===== src/rtl/hamming_pkg.sv =====
// Shared Hamming(12,8) definitions: widths, data-bit placement and the
// syndrome/extract helpers used by both the encoder and the decoder.
package hamming_pkg;

    localparam int CODE_W = 12;
    localparam int DATA_W = 8;
    localparam int SYN_W  = 4;

    // Code index of data bit i (parity bits sit at indices 0,1,3,7).
    localparam int DATA_IDX [DATA_W] = '{2, 4, 5, 6, 8, 9, 10, 11};

    function automatic logic [SYN_W-1:0] hamming_syndrome(input logic [CODE_W-1:0] code);
        return {^(code & 12'hF80), ^(code & 12'h878), ^(code & 12'h666), ^(code & 12'h555)};
    endfunction

    function automatic logic [DATA_W-1:0] hamming_extract(input logic [CODE_W-1:0] code);
        logic [DATA_W-1:0] d;
        for (int i = 0; i < DATA_W; i++) begin
            d[i] = code[DATA_IDX[i]];
        end
        return d;
    endfunction

endpackage


===== src/rtl/hamming_12_8_syndrome.sv =====
// Combinational syndrome generator feeding decoder stage 1.
module hamming_12_8_syndrome
    import hamming_pkg::*;
(
    input  logic [CODE_W-1:0] i_code,
    output logic [SYN_W-1:0]  o_syndrome
);

    assign o_syndrome = hamming_syndrome(i_code);

endmodule


===== src/rtl/hamming_12_8_dec.sv =====
// Two-stage streaming Hamming(12,8) SEC decoder with valid/ready backpressure
// and saturating corrected/uncorrectable word counters.
module hamming_12_8_dec
    import hamming_pkg::*;
#(
    parameter int CNT_W = 16
) (
    input  logic              clk,
    input  logic              rst,
    input  logic              in_valid,
    output logic              in_ready,
    input  logic [CODE_W-1:0] in_code,
    output logic              out_valid,
    input  logic              out_ready,
    output logic [DATA_W-1:0] out_data,
    output logic [SYN_W-1:0]  out_syndrome,
    output logic              out_corrected,
    output logic              out_uncorrectable,
    input  logic              cnt_clr,
    output logic [CNT_W-1:0]  corr_cnt,
    output logic [CNT_W-1:0]  uncorr_cnt
);

    logic              r_s1_valid;
    logic [CODE_W-1:0] r_s1_code;
    logic [SYN_W-1:0]  r_s1_syn;
    logic              r_s2_valid;
    logic [DATA_W-1:0] r_out_data;
    logic [SYN_W-1:0]  r_out_syn;
    logic              r_out_corr;
    logic              r_out_uncorr;
    logic [CNT_W-1:0]  r_corr_cnt;
    logic [CNT_W-1:0]  r_uncorr_cnt;

    logic              w_s1_ready;
    logic              w_s2_ready;
    logic [SYN_W-1:0]  w_syn;
    logic              w_corr;
    logic              w_uncorr;
    logic [CODE_W-1:0] w_flip;
    logic              w_xfer;

    assign w_s2_ready = !r_s2_valid || out_ready;
    assign w_s1_ready = !r_s1_valid || w_s2_ready;
    assign w_xfer     = r_s2_valid && out_ready;

    hamming_12_8_syndrome u_syndrome (
        .i_code     (in_code),
        .o_syndrome (w_syn)
    );

    always_ff @(posedge clk or posedge rst) begin
        if (rst) begin
            r_s1_valid <= 1'b0;
            r_s1_code  <= '0;
            r_s1_syn   <= '0;
        end else if (w_s1_ready) begin
            r_s1_valid <= in_valid;
            if (in_valid) begin
                r_s1_code <= in_code;
                r_s1_syn  <= w_syn;
            end
        end
    end

    // Syndromes 13..15 point past the codeword, so nothing is flipped for them.
    assign w_corr   = (r_s1_syn != '0) && (r_s1_syn <= SYN_W'(12));
    assign w_uncorr = (r_s1_syn >= SYN_W'(13));
    assign w_flip   = w_corr ? (CODE_W'(1) << (r_s1_syn - SYN_W'(1))) : '0;

    always_ff @(posedge clk or posedge rst) begin
        if (rst) begin
            r_s2_valid   <= 1'b0;
            r_out_data   <= '0;
            r_out_syn    <= '0;
            r_out_corr   <= 1'b0;
            r_out_uncorr <= 1'b0;
        end else if (w_s2_ready) begin
            r_s2_valid <= r_s1_valid;
            if (r_s1_valid) begin
                r_out_data   <= hamming_extract(r_s1_code ^ w_flip);
                r_out_syn    <= r_s1_syn;
                r_out_corr   <= w_corr;
                r_out_uncorr <= w_uncorr;
            end
        end
    end

    // Clear takes priority over a same-cycle increment.
    always_ff @(posedge clk or posedge rst) begin
        if (rst) begin
            r_corr_cnt   <= '0;
            r_uncorr_cnt <= '0;
        end else if (cnt_clr) begin
            r_corr_cnt   <= '0;
            r_uncorr_cnt <= '0;
        end else if (w_xfer) begin
            if (r_out_corr && (r_corr_cnt != '1)) begin
                r_corr_cnt <= r_corr_cnt + CNT_W'(1);
            end
            if (r_out_uncorr && (r_uncorr_cnt != '1)) begin
                r_uncorr_cnt <= r_uncorr_cnt + CNT_W'(1);
            end
        end
    end

    assign in_ready          = w_s1_ready;
    assign out_valid         = r_s2_valid;
    assign out_data          = r_out_data;
    assign out_syndrome      = r_out_syn;
    assign out_corrected     = r_out_corr;
    assign out_uncorrectable = r_out_uncorr;
    assign corr_cnt          = r_corr_cnt;
    assign uncorr_cnt        = r_uncorr_cnt;

endmodule


===== config.mk =====
export PLATFORM = sky130hd
export DESIGN_NAME = hamming_12_8_dec
export DESIGN_NICKNAME = d
export VERILOG_FILES = /design/src/rtl/hamming_pkg.sv /design/src/rtl/hamming_12_8_syndrome.sv /design/src/rtl/hamming_12_8_dec.sv
export SDC_FILE = /design/constraint.sdc
export NUM_CORES = 1
export LEC_CHECK = 0
export CAP_MARGIN = 20
export CORE_MARGIN = 1.5
export CORE_UTILIZATION = 52
export CTS_CLUSTER_SIZE = 30
export DETAILED_ROUTE_END_ITERATION = 7
export GPL_TIMING_DRIVEN = 1
export PLACE_DENSITY = 0.81
export RECOVER_POWER = 50
export SKIP_LAST_GASP = 1
export SLEW_MARGIN = 20
export SYNTH_ARGS = -nofsm -noshare
export SYNTH_HDL_FRONTEND = slang
export SYNTH_SLANG_ARGS = --single-unit
export TNS_END_PERCENT = 30

===== constraint.sdc =====
create_clock -name clk -period 2.12 [get_ports clk]
set_input_delay 0.318 -clock clk [delete_from_list [all_inputs] [get_ports clk]]
set_output_delay 0.318 -clock clk [all_outputs]
set_load 0.05 [all_outputs]

==> results.tsv <==
metric	value	unit
drt total wl	7140	um
Die Area	6650	um2
syn nets	344	
crit path setup slack, layout	0.124	ns
Yosys Warn Count	0	
# rows	28	
CP Capture Type	output pin	
r2r setup slk	0.22	ns
Critical path buffers and inverters	1	
Crit path max-delay family	buffers and inverters	
share of the synthesized area in the top cell type	46.8	%
Post-synth top flop	dfrtp_1	
Startpoint Class	flop	
Seq/Total Area, Yosys	46.8	%
clock-pin slew on the worst setup and hold paths	0.07	ns
Rel. slew slack	50.1	%
diodes inserted	0	
Clock Path Buffers	2	
count leader, synth	dfrtp_1	
Place WS	0.0458	ns
max cap viols	0	
status	complete, no violations	
largest net degree at the start of global routing	42	
Mapped Cells	324	
Leakage Power	1.62	nW
Skew-Pair Late Insertion Delay	0.34	ns
I/O Buffers	64	
CP Cell Sequence	clkdlybuf4s50_1	
Setup-failing EPs final	0	
crit share post-route	94.2	%
r2r startpoint	corr_cnt[0]$_DFFE_PP0P_	
htree depth	3	
layout cell share with drive strength beyond 1	12.6	%
fin crit period	2.00	ns
Setup TNS Final	0	ns
CTS resizes	0	
boundary pin count	65	
Post-DRT Antenna Nets	0	
Commonest cells post-synth	dfrtp_1, nand2_1, a21oi_1, o21ai_0, xnor2_1	
first-pass GRT wire length	11600	um
CP Max Fanout	7	
initial antenna violation count	0	
nets@finish	419	
Clock Tree Root	clkbuf_8	
die width	81.6	um
total track usage	23.1	%
power density over cell area	813	nW/um2
max-slew violations	0	
HP Start	out_data[4]$_DFFE_PP0P_	
flops & latches, synth	60	
r2r endpoint	corr_cnt[12]$_DFFE_PP0P_	
Post-synth EDFFs	0	
crit path DAT	1.68	ns
# fillers	502	
Inst Count DP	463	
top cells by area, synth	dfrtp_1, mux2_2, xnor2_1, nand2_1, a21oi_1	
core area	5960	um2
TritonCTS Buffers	9	
Synth async-reset ratio	100	%
Critical Path Stages	1	
post-synth cell types	41	
largest area contributor in the netlist	dfrtp_1	
register area	1510	um2
hold path depth	2	
Pre-antenna DRT Iters	4	
CP required	1.80	ns
footprint of the multi-input gates	1630	um2
vias in the first global route	2575	
Vias	2825	
via count normalized by instance count	5.90	
chip height	81.6	um
Mapped Area	3210	um2
synth-to-layout area growth	30.5	%
# Post-CTS Setup Buffers	0	
Num Clock Sinks	60	
initial core utilization	53.9	%
Layout Cells excl Fill	479	
RSZ-0062 raised after global routing	no	
Slowest-stage cell, CP	clkdlybuf4s50_1	
CTS tree	done	
drt wl/cell	14.9	um
Hold EP	out_data[4]$_DFFE_PP0P_	
slowest cell delay on critical path	0.85	ns
skew final	0.00840	ns
Post-route DRC	0	
Mean Syn Cell Area	9.91	um2
drt initial violations	136	
gpl congestion	0.829	
reg2reg path depth	5	
actual slew at the worst max-slew pin	0.747	ns
final hold vios	0	
Fmax	0.501	GHz
Hold Path Class	reg -> reg	
Hold-fix buffers, CTS	0	
Crit Path Class	reg -> out	
Post-DP HPWL	5000	um
peak supply drop	790	uV
Overflow after GRT	0	
## worst max-delay path by stage
stage | startpoint | to | slack [ns]
after global placement | out_ready | corr_cnt[13]$_DFFE_PP0P_ | 0.06
final | uncorr_cnt[11]$_DFFE_PP0P_ | uncorr_cnt[11] | 0.12
after CTS | uncorr_cnt[11]$_DFFE_PP0P_ | uncorr_cnt[11] | 0.11
after global routing | uncorr_cnt[11]$_DFFE_PP0P_ | uncorr_cnt[11] | 0.05
after floorplan | out_valid$_DFFE_PP0P_ | r_s1_code[10]$_DFFE_PP0P_ | 0.007
after detailed placement | out_ready | corr_cnt[13]$_DFFE_PP0P_ | 0.05
## sequential cells by signal (all words and copies together), names as in the netlist
register	count
uncorr_cnt	16
out_syndrome	4
out_uncorrectable	1
out_valid	1
out_data	8
r_s1_code	8
r_s1_syn	4
out_corrected	1
r_s1_valid	1
corr_cnt	16
## metrics by stage
stage / total power [W] / hold slack, ns / utilization, % / cell area [um2]
CTS: 0.00345 / 0.302 / 70.8 / 4220
detailed placement: 0.00247 / 0.472 / 67.6 / 4030
finish: 0.00341 / 0.481 / 70.3 / 4190
global route: 0.00358 / 0.516 / 70.3 / 4190
floorplan: 0.00211 / 0.426 / - / 3220
global placement: 0.00245 / 0.472 / 67.6 / 4030
## power breakdown
part / total (W) / internal, W / switching [W]
sequential: 0.00140 / 0.00129 / 0.000114
combinational: 0.00104 / 0.000407 / 0.000633
clock: 0.000966 / 0.000514 / 0.000452
total: 0.00341 / 0.00221 / 0.00120
## area by class of cell
type | instances | share of cell area [%]
Clock buffer | 12 | 3.94
Inverter | 5 | 0.448
Timing Repair Buffer | 77 | 17.9
Sequential cell | 60 | 35.9
Tap cell | 75 | 2.24
Clock inverter | 4 | 0.538
Multi-Input combinational cell | 246 | 39.0
## layout by cell type, fill, tap and decap left out, types with 8 or more instances in the layout
master | Yosys | final
or4_1 | 13 | 13
o31ai_1 | 12 | 12
xnor2_1 | 18 | 18
mux2_2 | 17 | 17
dfrtp_1 | 60 | 57
nand2_1 | 35 | 35
a21oi_1 | 24 | 24
or3_1 | 11 | 11
nor2_1 | 11 | 11
o21ai_0 | 24 | 24
nand3_1 | 16 | 16
buf_4 | 1 | 8
clkdlybuf4s50_1 | 0 | 61
nand4_1 | 9 | 9
clkbuf_8 | 0 | 12
## routing by layer
layer	global-route usage (%)	up-vias	wire (um)
met3	6.33	12	370
li1	-	1359	-
met2	39.1	89	3640
met4	10.3	0	109
met5	0	-	0
met1	27.3	1365	3020
## logic make-up (layout without fill, tap and decap cells)
kind of cell    after synthesis  in the layout  share of synthesized area (%)
xor+xnor                     25             25                           6.82
fa+ha+maj                     3              3                           1.17
simple gates                130            130                           23.7
buf+inv                      18             98                           2.30
compound gates               70             70                           12.9
flops                        60             60                           46.8
mux                          18             18                           6.28
Note: power is estimated with default switching activity, not from simulation.
